### src/rtl/core_id.sv
// -----------------------------------------------------------------------------
// core_id -- instruction-decode stage of the i2d core.
//
// Registers the {pc, instr, err} triple coming from instruction fetch, exposes
// the decoded fields to the register file and execute stage, and drives a
// registered halt request back to fetch. Fetch swaps its output for a NOP
// while halted, so any live instruction that cannot enter ID is parked in a
// one-entry skid buffer. A fetch bus error is trapped: once an erroneous word
// reaches ID, the stage halts fetch and issues bubbles until a flush.
//
// Configuration macro:
//   I2D_ID_HAZARD_EN  defined     : load-use interlock (LW followed by a
//                                   consumer of its rd costs one bubble).
//                     not defined : no interlock; the compiler fills load
//                                   delay slots. The skid is then entered
//                                   only through ex_stall.
//
// Ports:
//   clk        in   core clock, rising-edge
//   rst        in   synchronous reset, active low
//   if_pc      in   pc of the fetched word
//   if_instr   in   fetched word; opcode OPCODE_NOP marks a bubble
//   if_err     in   fetch bus error for the current word
//   flush      in   pipeline redirect (same cycle as fetch set_pc)
//   ex_stall   in   execute cannot accept a new instruction
//   if_halt    out  registered halt request to fetch
//   id_valid   out  ID register holds a real instruction
//   id_pc      out  pc of the ID instruction
//   id_instr   out  the ID instruction
//   id_opcode  out  instr[31:26]
//   id_rd      out  instr[25:21]
//   id_rs1     out  instr[20:16], register-file read address
//   id_rs2     out  instr[15:11], register-file read address
//   id_imm     out  instr[15:0] sign-extended
//   id_err     out  the ID instruction carries a fetch error
// -----------------------------------------------------------------------------

package i2d_core_pkg;

  localparam int ADDR_W   = 32;
  localparam int INSTR_W  = 32;
  localparam int OPCODE_W = 6;
  localparam int REG_W    = 5;

  typedef logic [ADDR_W-1:0]  addr_t;
  typedef logic [INSTR_W-1:0] instr_t;

  localparam logic [OPCODE_W-1:0] OPCODE_NOP = 6'h00;
  localparam logic [OPCODE_W-1:0] OPCODE_LW  = 6'h23;

  // Canonical bubble word loaded into ID whenever it must carry no instruction.
  localparam instr_t INSTR_NOP = {OPCODE_NOP, 26'b0};

endpackage

module core_id
  import i2d_core_pkg::*;
(
  input  logic                clk,
  input  logic                rst,
  input  logic [ADDR_W-1:0]   if_pc,
  input  logic [INSTR_W-1:0]  if_instr,
  input  logic                if_err,
  input  logic                flush,
  input  logic                ex_stall,
  output logic                if_halt,
  output logic                id_valid,
  output logic [ADDR_W-1:0]   id_pc,
  output logic [INSTR_W-1:0]  id_instr,
  output logic [OPCODE_W-1:0] id_opcode,
  output logic [REG_W-1:0]    id_rd,
  output logic [REG_W-1:0]    id_rs1,
  output logic [REG_W-1:0]    id_rs2,
  output logic [ADDR_W-1:0]   id_imm,
  output logic                id_err
);

  // RUN : skid empty, fetch running
  // HOLD: skid holds a live word, fetch halted
  // ERR : fetch error trapped in ID, fetch halted until flush
  typedef enum logic [1:0] {
    ST_RUN  = 2'd0,
    ST_HOLD = 2'd1,
    ST_ERR  = 2'd2
  } state_e;

  typedef struct packed {
    addr_t  pc;
    instr_t instr;
    logic   err;
  } fetch_word_t;

  state_e      state_q,    state_d;
  logic        halt_q,     halt_d;
  logic        id_valid_q, id_valid_d;
  fetch_word_t id_q,       id_d;
  fetch_word_t skid_q,     skid_d;

  fetch_word_t in_word;
  logic        in_live;
  logic        hazard;

  assign in_word = '{pc: if_pc, instr: if_instr, err: if_err};

  // An erroneous word is live even if its (garbage) opcode reads as NOP,
  // so the error is never silently dropped.
  assign in_live = if_err || (if_instr[31:26] != OPCODE_NOP);

`ifdef I2D_ID_HAZARD_EN
  instr_t           src_instr;
  logic [REG_W-1:0] ld_rd;
  logic             src_live;

  // In HOLD the candidate for ID is the parked word; in RUN it is the word
  // arriving from fetch. The skid only ever holds live words.
  always_comb begin
    src_instr = (state_q == ST_HOLD) ? skid_q.instr : if_instr;
    src_live  = (state_q == ST_HOLD) ? 1'b1 : in_live;
    ld_rd     = id_q.instr[25:21];
    hazard    = id_valid_q
             && (id_q.instr[31:26] == OPCODE_LW)
             && (ld_rd != '0)
             && src_live
             && ((src_instr[20:16] == ld_rd) || (src_instr[15:11] == ld_rd));
  end
`else
  assign hazard = 1'b0;
`endif

  always_comb begin
    // NOTE: every _d gets its hold value first, so no path through the
    // branches below can leave a variable unassigned and infer a latch.
    state_d    = state_q;
    id_valid_d = id_valid_q;
    id_d       = id_q;
    skid_d     = skid_q;

    if (flush) begin
      // Redirect wins over everything. Returning to RUN is what empties the
      // skid; its stale contents are never read outside HOLD.
      id_valid_d = 1'b0;
      id_d.err   = 1'b0;
      state_d    = ST_RUN;
    end else begin
      unique case (state_q)
        ST_RUN: begin
          if (ex_stall) begin
            if (in_live) begin
              skid_d  = in_word;
              state_d = ST_HOLD;
            end
          end else if (hazard) begin
            id_valid_d   = 1'b0;
            id_d.instr   = INSTR_NOP;
            id_d.err     = 1'b0;
            skid_d       = in_word;
            state_d      = ST_HOLD;
          end else begin
            id_valid_d = in_live;
            id_d       = in_word;
            if (if_err) state_d = ST_ERR;
          end
        end

        ST_HOLD: begin
          if (ex_stall) begin
            // hold everything
          end else if (hazard) begin
            id_valid_d = 1'b0;
            id_d.instr = INSTR_NOP;
            id_d.err   = 1'b0;
          end else begin
            // Drain the skid; an erroneous parked word traps just like one
            // arriving directly from fetch.
            id_valid_d = 1'b1;
            id_d       = skid_q;
            state_d    = skid_q.err ? ST_ERR : ST_RUN;
          end
        end

        ST_ERR: begin
          if (!ex_stall) begin
            id_valid_d = 1'b0;
            id_d.instr = INSTR_NOP;
            id_d.err   = 1'b0;
          end
        end

        default: begin
          state_d    = ST_RUN;
          id_valid_d = 1'b0;
        end
      endcase
    end

    // Halt is a pure function of the next state and is then registered, so
    // fetch never sees a combinational path from any ID input.
    halt_d = (state_d != ST_RUN);
  end

  // NOTE: state is updated with non-blocking assignments so every flop samples
  // the values from before the edge regardless of evaluation order.
  always_ff @(posedge clk) begin
    if (!rst) begin
      state_q    <= ST_RUN;
      halt_q     <= 1'b0;
      id_valid_q <= 1'b0;
      id_q       <= '{pc: '0, instr: INSTR_NOP, err: 1'b0};
      skid_q     <= '{pc: '0, instr: INSTR_NOP, err: 1'b0};
    end else begin
      state_q    <= state_d;
      halt_q     <= halt_d;
      id_valid_q <= id_valid_d;
      id_q       <= id_d;
      skid_q     <= skid_d;
    end
  end

  assign if_halt   = halt_q;
  assign id_valid  = id_valid_q;
  assign id_pc     = id_q.pc;
  assign id_instr  = id_q.instr;
  assign id_err    = id_q.err;
  assign id_opcode = id_q.instr[31:26];
  assign id_rd     = id_q.instr[25:21];
  assign id_rs1    = id_q.instr[20:16];
  assign id_rs2    = id_q.instr[15:11];
  assign id_imm    = {{16{id_q.instr[15]}}, id_q.instr[15:0]};

endmodule
### config.mk
export PLATFORM = sky130hd
export DESIGN_NAME = core_id
export DESIGN_NICKNAME = d
export VERILOG_FILES = /design/src/rtl/core_id.sv
export SDC_FILE = /design/constraint.sdc
export NUM_CORES = 1
export LEC_CHECK = 0
export CORE_UTILIZATION = 60
export DETAILED_ROUTE_END_ITERATION = 10
export DONT_BUFFER_PORTS = 1
export HOLD_SLACK_MARGIN = 0.02
export MAX_ROUTING_LAYER = met4
export PLACE_DENSITY = 0.72
export SLEW_MARGIN = 40
export SYNTH_ARGS = -nofsm -noshare
export SYNTH_HDL_FRONTEND = slang
export SYNTH_SLANG_ARGS = --single-unit
### constraint.sdc
create_clock -name clk -period 2.9 [get_ports clk]
set_input_delay 0.145 -clock clk [delete_from_list [all_inputs] [get_ports clk]]
set_output_delay 0.145 -clock clk [all_outputs]
set_load 0.005 [all_outputs]
==> impl_summary.md, run 1 <==
Clocking
The clock drives roughly 130 sinks. The master cell of the clock root buffer is sky130_fd_sc_hd__clkbuf_8. The source-to-sink clock delay at the later pin of the worst-skew pair is approximately 520 ps. The H-tree depth is 4. TritonCTS built the clock tree. The clock slew at the register clock pins of the worst setup and hold paths is 60 ps. No sink is reached through more buffers than the 2 on the longest clock path. TritonCTS created 17 clock buffers.

Logic synthesis
The number of nets handed over by synthesis was around 770. The number of warning messages in the yosys log is 0. The number of synthesized flops with an enable pin is 0.

The number of library cell types mapped by synthesis is 30. For this run, asynchronously set or reset flops after synthesis account for 0. Among all flip-flop cells after synthesis, the most frequent one is sky130_fd_sc_hd__dfxtp_1.

For this run, the register share of the synthesized area comes to 0.4349. The netlist area before placement is ~6000 um2. The average instance in the mapped netlist occupies 8.812 um2. Counting flops and latches in the post-synthesis netlist gives between 100 and 150. The number of instances in the synthesized netlist is 700.

Die
The die is ~100 um tall. The full die area is 10690 um2. The floorplan step defined a core boundary enclosing between 9000 and 10000 um2. For this configuration, the core starts out at a cell density of 0.6253. During I/O placement, the number of pins put on the boundary was ~190. The die is just over 100 um wide. The number of cell rows is 36.

STA
The final setup violation count is 0. In the finished design, the share of the clock period the worst path needs comes to 0.8898. The final-report max-slew violation count is 0. The highest clock rate is a little under 400 MHz. The final number of hold-violating endpoints is 0. In the final timing run, aggregate negative setup slack is 0 ps. For the pin with the worst max-slew slack, the measured transition is 672.1 ps.

For the finished layout, the period the worst path requires is 2580 ps. Setup repair after global routing left no endpoint under its margin. Clock skew on the completed layout was measured at 15.15 ps. Measured against its own limit, the worst slew margin works out to 0.5485.

Critical path
STA puts the critical path data required time at around 3300 ps. The worst setup path is of the flip-flop to flip-flop kind. STA classifies the critical path endpoint as a flip-flop. Data arrives at the worst endpoint at ~3000 ps.

The top fanout value on the critical path is 12. STA classifies the critical path startpoint as a flip-flop.

Finish
After routing the design area is approximately 7000 um2. Of the cells placed in the final design, the portion with a size suffix greater than 1 is 0.07801. The final standard cell count with taps included and fillers excluded is 838. The diode insertion count for antenna repair is 0. The number of fillers in the final layout is ~700. The area overhead of the layout relative to synthesis is 15.60%. The final core utilization is 0.7229.

In the final design database the tool counted approximately 770 nets.

Power
Of the total power, the share spent switching nets is 0.2508. The maximum resistive drop on vdd is between 0.0004 and 0.0005 V. The part of the total power dissipated in the clock network is 0.444. The internal power of the cells totals 3.461 mW. The power dissipated by switching net loads is between 1 and 1.5 mW. The power per cell area is around 650 nW/um2. Of the total power, registers draw 0.447. The part of the power in combinational logic is 0.109. In this run the static leakage power is roughly 3.2 nW.

Run status
The run finished with clean final reports.

GRT
The number of global-route vias before repair is 4583. The global-route wire length before repair is roughly 21000 um. Entering global routing, the biggest net connects roughly 130 pins.

The number of antenna violations at the first check in global routing was 0. The sum of overflow across all layers after global routing is 0. The global routing usage summed across all routing layers is 0.2647.

Route
The detailed-route via count is 4766. The first detailed-routing pass took 5 iterations. For this run, design rule violations remaining after detail routing come to 0. The via-per-instance ratio is between 5 and 6. Once detail routing completed, the nets flagged for antenna violations numbered 0. After detailed routing, the average wire length per cell comes to between 15 and 20 um. The detailed-route wire length is ~14000 um. The starting DRC count in detailed routing is roughly 230.

Hold path
The class of the most critical hold timing path is input port to flip-flop.

Placement
The number of I/O port buffers is 0. After detailed placement, the design holds a cell count of between 700 and 800. The final estimated routing congestion in global placement is roughly 0.74.

The instance area at placement is 5841 um2. The wire-length estimate of the detail-placed layout is between 8000 and 9000 um.

Run
The max-capacitance violation count is 0.
-- repair_timing --
item | CTS | global route
resized for setup | 0 | 0
hold endpoints to repair | 133 | 0
setup buffers | 0 | 0
hold buffers | 70 | 0
-- path summary, 6_finish.rpt --
path                                start                        end  slack (ps)  depth (start not counted)
setup / recovery    state_q[0]$_SDFF_PN0_  id_instr[15]$_SDFFE_PN0P_         320                          8
hold / removal                      flush  id_instr[11]$_SDFFE_PN0P_          50                          4
setup reg to reg    state_q[0]$_SDFF_PN0_  id_instr[15]$_SDFFE_PN0P_         320                          8
hold reg to reg   skid_q[31]$_SDFFE_PN0P_    skid_q[31]$_SDFFE_PN0P_         460                          2
-- worst max-delay path, cell delays in order (launching register included) --
cell                            delay, ps
sky130_fd_sc_hd__dfxtp_1              440
sky130_fd_sc_hd__inv_1                100
sky130_fd_sc_hd__ha_2                 220
sky130_fd_sc_hd__or3_1                430
sky130_fd_sc_hd__a211oi_4             310
sky130_fd_sc_hd__buf_4                220
sky130_fd_sc_hd__nand3_1               80
sky130_fd_sc_hd__o211a_1              120
sky130_fd_sc_hd__dlygate4sd3_1        540
-- cell usage in the layout, fill, tap and decap left out, types with 2 or more instances in the layout --
cell type,synthesis,routed
sky130_fd_sc_hd__a211oi_4,1,2
sky130_fd_sc_hd__dfxtp_1,134,134
sky130_fd_sc_hd__dlygate4sd3_1,0,69
sky130_fd_sc_hd__mux2i_1,32,32
sky130_fd_sc_hd__clkbuf_8,0,3
sky130_fd_sc_hd__nand2_1,165,165
sky130_fd_sc_hd__a211oi_1,3,2
sky130_fd_sc_hd__a21boi_0,66,66
sky130_fd_sc_hd__bufinv_16,0,2
sky130_fd_sc_hd__clkinv_4,0,2
sky130_fd_sc_hd__clkbuf_16,0,16
sky130_fd_sc_hd__buf_4,57,12
sky130_fd_sc_hd__nand2b_1,34,34
sky130_fd_sc_hd__a21oi_1,3,3
sky130_fd_sc_hd__or2_2,2,2
sky130_fd_sc_hd__ha_1,4,2
sky130_fd_sc_hd__clkinvlp_4,0,5
sky130_fd_sc_hd__nor2_1,2,2
sky130_fd_sc_hd__nand3_1,65,65
sky130_fd_sc_hd__o211a_1,64,64
sky130_fd_sc_hd__clkinv_2,0,3
sky130_fd_sc_hd__inv_1,2,2
-- sequential cells by signal, indices dropped and copies added (netlist names) --
| name | cells |
|---|---|
| id_pc | 32 |
| id_instr | 32 |
| skid_q | 65 |
| state_q | 2 |
| if_halt | 1 |
| id_valid | 1 |
| id_err | 1 |
-- kinds of logic (layout without fill, tap and decap cells) --
group | Yosys count | count (layout) | synth area share
compound gates | 143 | 143 | 0.2006
simple gates | 275 | 275 | 0.1980
flops | 134 | 134 | 0.4349
mux | 33 | 33 | 0.05375
fa+ha+maj | 4 | 4 | 0.008114
buf+inv | 111 | 116 | 0.1047
-- per-stage QoR --
| step | worst slack (ps) | hold WS, ps | total power [mW] |
|---|---|---|---|
| 3_3_place_gp | 766.3 | 248.4 | 2.469 |
| 6_report | 319.7 | 49.52 | 4.620 |
| 2_1_floorplan | 856.8 | 289.9 | 2.496 |
| 3_5_place_dp | 651.2 | 248.6 | 2.491 |
| 4_1_cts | 331.8 | 47.35 | 4.646 |
| 5_1_grt | 168.1 | 69.58 | 4.814 |
-- layer usage --
layer | vias up | share of wire | track usage
li1 | 2324 | - | -
met1 | 2284 | 0.42 | 0.2899
met2 | 132 | 0.50 | 0.4442
met3 | 26 | 0.061 | 0.07527
met4 | 0 | 0.022 | 0.1235
met5 | - | 0 | -
-- power groups by stage --
stage	registers (mW)	logic (mW)	clock network (mW)
global placement	2.10	0.371	0
floorplan	2.07	0.423	0
global route	2.08	0.565	2.16
CTS	2.06	0.507	2.07
detailed placement	2.10	0.387	0
finish	2.06	0.506	2.05
-- layout make-up --
cell class | count | area [um2] | area share
flip-flops and latches | 134 | 2683 | 0.3762
repair buffers | 83 | 828.3 | 0.1162
clock buffers | 19 | 441.7 | 0.06194
inverters | 2 | 7.507 | 0.001053
multi-input cells | 455 | 2874 | 0.4031
clock inverters | 12 | 130.1 | 0.01825
well taps | 133 | 166.4 | 0.02334
-- synth_stat cells, drive strengths merged (2+ instances only) --
library cell,instances,share of area
a211oi,4,0.0069
a21boi,66,0.080
a21oi,3,0.0024
buf,69,0.079
clkbuf,40,0.024
dfxtp,134,0.43
ha,4,0.0081
inv,2,0.0012
mux2i,32,0.052
nand2,165,0.10
nand2b,34,0.034
nand3,65,0.053
nor2,2,0.0012
nor3,2,0.0016
o211a,64,0.10
or2,2,0.0020
Power figures use the tool's default switching activity.
==> run 2: changes to the inputs <==
GPL_TIMING_DRIVEN = 0   (was unset)
==> impl_summary.md, run 2 (synthesis gave the netlist of run 1 again) <==
Run status
The flow ran to the end, and the final reports show no timing, DRC or antenna violations.

Finish
The flip-flop count of the largest register, all copies and words added is 65. The finished cells cover approximately 7700 um2. skid_q holds more flip-flops than any other register. The top cell types in the final layout, fill and taps aside, are 165 x sky130_fd_sc_hd__nand2_1, 134 x sky130_fd_sc_hd__dfxtp_1, 70 x sky130_fd_sc_hd__dlygate4sd3_1, 66 x sky130_fd_sc_hd__a21boi_0, 65 x sky130_fd_sc_hd__nand3_1. Of the cells placed in the final design, the portion with a size suffix greater than 1 is 0.1297. The area overhead of the layout relative to synthesis is 24.44%. Leaving out fill and tap cells, the most frequent cell in the layout is sky130_fd_sc_hd__nand2_1. The diode insertion count for antenna repair is 0. The net count of the finished layout is ~860.

Critical path
The critical path goes through inv_1 -> ha_1 -> clkbuf_1 -> buf_2 -> clkbuf_1 -> a211oi_1 -> a211oi_1 -> dlygate4sd3_1. The slowest cell on the critical path is sky130_fd_sc_hd__dlygate4sd3_1. The worst path buffer plus inverter count is 5. For this run, the slowest stage of the critical path takes about 570 ps. The cell type group with the largest total delay on the critical path is buffers and inverters.

The start-to-end type of the worst setup path is flip-flop to flip-flop. Of all nets on the critical path, the largest fanout is 10. The slack of the worst reg-to-reg path is approximately 310 ps. The required time of the worst setup path is 3360 ps. STA classifies the critical path endpoint as a flip-flop. The worst register-to-register path ends at id_valid$_SDFFE_PP0P_. Data arrives at the worst endpoint at between 3000 and 4000 ps. STA classifies the critical path startpoint as a flip-flop.

The number of cells on the worst reg-to-reg path is 8. The startpoint of the worst-slack reg-to-reg timing path is state_q[1]$_SDFF_PN0_.

Clocking
The post-CTS setup-driven buffer insertion count is 0. Buffers inserted to repair hold after CTS numbered about 70. TritonCTS built the clock tree. The CTS buffer count is 17. The H-tree was split into 4 levels.

Once the clock tree was built, the resizer swapped 0 gates to a different size. The clock slew at the register clock pins of the worst setup and hold paths is around 60 ps. The clock drives between 100 and 150 sinks. The deepest clock path buffer count is 2.

The master cell of the clock root buffer is sky130_fd_sc_hd__clkbuf_8. The source-to-sink clock delay at the later pin of the worst-skew pair is between 500 and 600 ps.

GRT
The sum of overflow across all layers after global routing is 0. The pin count of the biggest net entering global routing is 21. The number of global-route vias before repair was around 5000. The global routing usage summed across all routing layers is 0.3029. The global-route wire length before repair is 23760 um. The number of antenna violations at the first check in global routing was 0.

STA
The highest clock rate is 385.6 MHz. In the post-route analysis, the smallest setup slack over all paths is between 300 and 400 ps. The final-report max-slew violation count came to 0.

The worst relative slew slack is 0.5075. The final number of hold-violating endpoints is 0. The time the final worst path needs with I/O delays and setup is between 2000 and 3000 ps.

Setup repair after global routing left no endpoint under its margin. The transition time at the pin with the least slew margin is roughly 730 ps. Dividing the final minimum period by the clock period gives 0.8942.

Setup violations remaining at the end of the flow were counted as 0. Setup total negative slack on the finished layout was measured at 0 ps. The clock skew is roughly 4.8 ps.

Route
The detailed-route wire length is ~16000 um. The detailed-route via count is 5278. The via-per-instance ratio is approximately 5.6. The final routed wire length divided by cell count is ~17 um.

Once detail routing completed, the nets flagged for antenna violations numbered 0. The first detailed-routing pass ran for 5 iterations. The starting DRC count in detailed routing is 208. The DRC violation count after routing is 0.

Placement
In this run the cell area measured after placement is ~6300 um2. The congestion estimate from routability-driven global placement came to roughly 0.8. The number of I/O port buffers is 0.

Detailed placement ended at an HPWL of roughly 10000 um. OpenSTA, run right after detailed placement, puts the worst setup slack at roughly 460 ps.

Power
IR analysis of the VDD net gives a maximum drop of 0.0004128 V. The power per cell area is between 600 and 700 nW/um2. In this run the static leakage power is 3.530 nW.

Run
The max-capacitance violation count is 0.

Hold path
The class of the most critical hold timing path is input port to flip-flop. The worst hold path begins at if_instr[27]. The worst hold path was traced through 3 stages. The path with the worst hold slack has its endpoint at state_q[1]$_SDFF_PN0_.

Die
The number of cell rows is 36. The region available for standard cell placement spans 9864 um2. From bottom edge to top edge, the die measures approximately 100 um. The initial core utilization is 0.6253.

The floorplan step defined a die boundary enclosing roughly 11000 um2. The die is between 100 and 150 um wide. between 150 and 200 I/O pins were placed.
## run 2: cell types whose count changed in the layout (fill, tap and decap cells not counted), moves of 3 or more
| cell | change |
|---|---|
| sky130_fd_sc_hd__bufinv_16 | +3 |
| sky130_fd_sc_hd__clkinvlp_4 | -4 |
| sky130_fd_sc_hd__buf_4 | +45 |
| sky130_fd_sc_hd__buf_2 | +12 |
| sky130_fd_sc_hd__clkbuf_1 | +44 |
## run 2: how the worst max path moves through the flow
| stage | startpoint | slack (ps) | to | cells past startpoint |
|---|---|---|---|---|
| global placement | state_q[1]$_SDFF_PN0_ | 300 | id_pc[29]$_SDFFE_PN0P_ | 8 |
| floorplan | state_q[1]$_SDFF_PN0_ | 860 | id_instr[15]$_SDFFE_PN0P_ | 8 |
| global route | state_q[1]$_SDFF_PN0_ | 160 | id_valid$_SDFFE_PP0P_ | 8 |
| finish | state_q[1]$_SDFF_PN0_ | 310 | id_valid$_SDFFE_PP0P_ | 8 |
| CTS | state_q[1]$_SDFF_PN0_ | 340 | id_valid$_SDFFE_PP0P_ | 8 |
| detailed placement | state_q[1]$_SDFF_PN0_ | 460 | id_instr[26]$_SDFFE_PN0P_ | 8 |
## run 2: worst register-to-register path: cells and delay by family (launching register included)
family | cells | cell delay [ps]
AO/OA/AOI/OAI | 2 | 330
adder cells (fa/ha/maj) | 1 | 140
buffers and inverters | 5 | 1720
flip-flops | 1 | 360
## run 2: cell type report
type                       count  area, um2
timing repair buffer          70      700.7
multi-input combinational    455       2851
tap                          133      166.4
buffer                       109      638.1
fill                         716       2188
inverter                       2      7.507
sequential                   134       2683
clock inverter                 9      172.7
clock buffer                  23      456.7
## run 2: per-stage QoR
stage	util	power, mW	std cells	hold slack (ps)
after global placement	0.6422	2.599	833	293.0
after detailed placement	0.6427	2.622	833	298.3
after global routing	0.7782	5.148	935	22.70
final	0.7782	4.976	935	31.98
after CTS	0.7765	4.983	934	29.00
after floorplan	-	2.496	700	289.9
## run 2: routing by layer
metal,part of all wire,global-route usage,vias up
li1,-,-,2524
met1,0.40,0.3308,2520
met2,0.52,0.5247,198
met3,0.060,0.08065,36
met4,0.019,0.1181,0
met5,0,-,-
## run 2: where the power goes
group / switching [mW] / internal [mW] / total, mW
sequential: 0.0962 / 1.96 / 2.06
combinational: 0.314 / 0.310 / 0.624
clock: 0.768 / 1.53 / 2.29
total: 1.18 / 3.80 / 4.98
==> run 3: changes to the inputs <==
SETUP_SLACK_MARGIN = 0.5   (was unset)
==> impl_summary.md, run 3 (synthesis gave the netlist of run 1 again) <==
Critical path
The number of cells on the worst reg-to-reg path is 8. The start-to-end type of the worst setup path is flip-flop to flip-flop. The required time of the worst setup path is 3340 ps. The top fanout value on the critical path is 10. The arrival time of the worst setup path is between 2000 and 3000 ps. The slack of the worst reg-to-reg path is roughly 650 ps. STA classifies the critical path startpoint as a flip-flop. The endpoint kind of the worst setup timing path is a flip-flop.

STA
The final-report max-slew violation count came to 0. For the pin with the worst max-slew slack, the measured transition is 741.7 ps. The clock skew is between 5 and 6 ps. For the final routed database, the setup TNS stands at 0 ps. The final number of hold-violating endpoints came to 0. The tightest hold margin is between 30 and 40 ps. The worst relative slew slack is 0.5056. In the finished design, the share of the clock period the worst path needs comes to 0.7747. The minimum setup slack in the final design is 653.4 ps. Setup repair after global routing could not meet its margin everywhere.

The time the final worst path needs with I/O delays and setup is about 2200 ps. The highest clock rate is roughly 450 MHz. The final setup violation count is 0.

Placement
Once detailed placement completed, the half-perimeter wirelength came to 10390 um. The congestion estimate from routability-driven global placement came to 0.8206. The worst slack after detailed placement is 460.4 ps. Buffers placed on the I/O ports in this run total 0.

Route
For this run, design rule violations remaining after detail routing come to 0. The detailed-route via count is 5307. The first TritonRoute pass finished after 5 iterations. In this run, the number of DRC markers left after iteration 0 of detailed routing was approximately 280. Using the TritonRoute via totals, the vias-per-cell ratio works out to ~5.7. After detailed routing, the average wire length per cell comes to 17.00 um. The detailed-route wire length is between 15000 and 20000 um.

The residual antenna-violating net count after detailed routing is 0.

Run
Max-cap violations in this run came to 0.

Die
The total I/O pin count is around 190. The die covers roughly 11000 um2. The number of cell rows is 36. The floorplan die width is ~100 um. The initial core utilization is 0.6253. The area inside the core boundary is 9864 um2.

The floorplan die height is just over 100 um.

Clocking
The deepest clock path buffer count is 2. The H-tree generated during clock tree synthesis spans 4 levels. The TritonCTS clock tree is yes. The source-to-sink clock delay at the later pin of the worst-skew pair is roughly 520 ps. After clock tree synthesis, the clock-pin slew on the worst setup and hold paths is 60 ps. For this design, the sink count on the clock tree is 134. The master cell of the clock root buffer is sky130_fd_sc_hd__clkbuf_8. Buffers inserted during clock tree synthesis total 17.

Power
The total internal power is ~3.8 mW. Of the total power, the share spent switching nets is 0.2379. The part of the total power dissipated in the clock network is 0.461. The worst-case IR drop observed on VDD is 0.0004114 V. The power per cell area is roughly 650 nW/um2.

Overall power consumption after layout is estimated at approximately 5.0 mW. For this design the static power due to leakage is roughly 3.6 nW. Of the total power, combinational logic draws 0.127. For this design the total switching power over the nets is about 1.2 mW. The share of total power dissipated in sequential elements is 0.413.

Finish
Counting flops per register, the top entry is skid_q. The net count of the finished layout is 865. The diode insertion count for antenna repair is 0. The most frequent standard cell in the layout excluding fill and tap cells is sky130_fd_sc_hd__nand2_1. The library cells used most frequently in the layout, excluding fill and tap cells, are 165 x sky130_fd_sc_hd__nand2_1, 133 x sky130_fd_sc_hd__dfxtp_1, 71 x sky130_fd_sc_hd__dlygate4sd3_1, 66 x sky130_fd_sc_hd__a21boi_0, 65 x sky130_fd_sc_hd__nand3_1. Of the cells placed in the final design, the portion with a size suffix greater than 1 is 0.1391. The area overhead of the layout relative to synthesis is 25.13%. The flip-flop count of the largest register, all copies and words added is 65.

GRT
Entering global routing, the biggest net connects 21 pins. The number of antenna violations at the first check in global routing is 0. The global-route wire length before repair is 23720 um. The number of global-route vias before repair is between 5000 and 6000.

For this run, the total global-route usage over all layers was measured as 0.3021. For this run the aggregate overflow at the end of global routing stands at 0.

Run status
The flow ran to the end, and the final reports show no timing, DRC or antenna violations.

Hold path
The count of cells along the worst hold path is 3. In this run the worst hold path is classified as input port to flip-flop.
[run 3: repair_timing]
action,4_1_cts,5_1_grt
endpoints found under the hold margin,133,1
hold buffers,69,2
buffers inserted,2,0
pin swaps,1,0
gates resized for setup,0,11
endpoints found under the setup margin,28,59
[run 3: worst paths after layout]
check,start,to
setup / recovery,state_q[0]$_SDFF_PN0_,skid_q[18]$_SDFFE_PN0P_
hold / removal,if_instr[27],state_q[0]$_SDFF_PN0_
setup reg to reg,state_q[0]$_SDFF_PN0_,skid_q[18]$_SDFFE_PN0P_
hold reg to reg,skid_q[25]$_SDFFE_PN0P_,skid_q[25]$_SDFFE_PN0P_
[run 3: power groups by stage]
stage | sequential (mW) | clock [mW] | combinational (mW)
global route | 2.08 | 2.38 | 0.696
finish | 2.06 | 2.30 | 0.633
CTS | 2.06 | 2.31 | 0.622
detailed placement | 2.10 | 0 | 0.524
global placement | 2.09 | 0 | 0.507
floorplan | 2.07 | 0 | 0.423
[run 3: cell type report]
class	instances	area [um2]
Clock buffer	23	456.7
Multi-Input combinational cell	455	2863
Inverter	2	7.507
Tap cell	133	166.4
Buffer	109	643.1
Sequential cell	134	2684
Clock inverter	9	172.7
Timing Repair Buffer	73	725.7
Fill cell	710	2146
[run 3: per-layer routing]
| layer | global-route usage | routed length (um) |
|---|---|---|
| met1 | 0.3307 | 6363 |
| met4 | 0.1181 | 306 |
| met2 | 0.5222 | 8231 |
| met5 | - | 0 |
| met3 | 0.08065 | 1048 |
[run 3: critical path: stages, from the launching register on]
cell and delay, ps:
sky130_fd_sc_hd__dfxtp_1 350, sky130_fd_sc_hd__inv_1 90, sky130_fd_sc_hd__ha_1 250, sky130_fd_sc_hd__nand2_1 130
sky130_fd_sc_hd__a211oi_1 340, sky130_fd_sc_hd__buf_2 310, sky130_fd_sc_hd__clkbuf_1 400, sky130_fd_sc_hd__nand2_1 120
sky130_fd_sc_hd__a21boi_0 180
[run 3: per-stage QoR]
step | instances | cell area, um2 | utilization
after floorplan | 700 | 6168 | -
after global routing | 938 | 7719 | 0.7825
after CTS | 936 | 7675 | 0.7780
after global placement | 833 | 6335 | 0.6422
final | 938 | 7719 | 0.7825
after detailed placement | 833 | 6340 | 0.6427
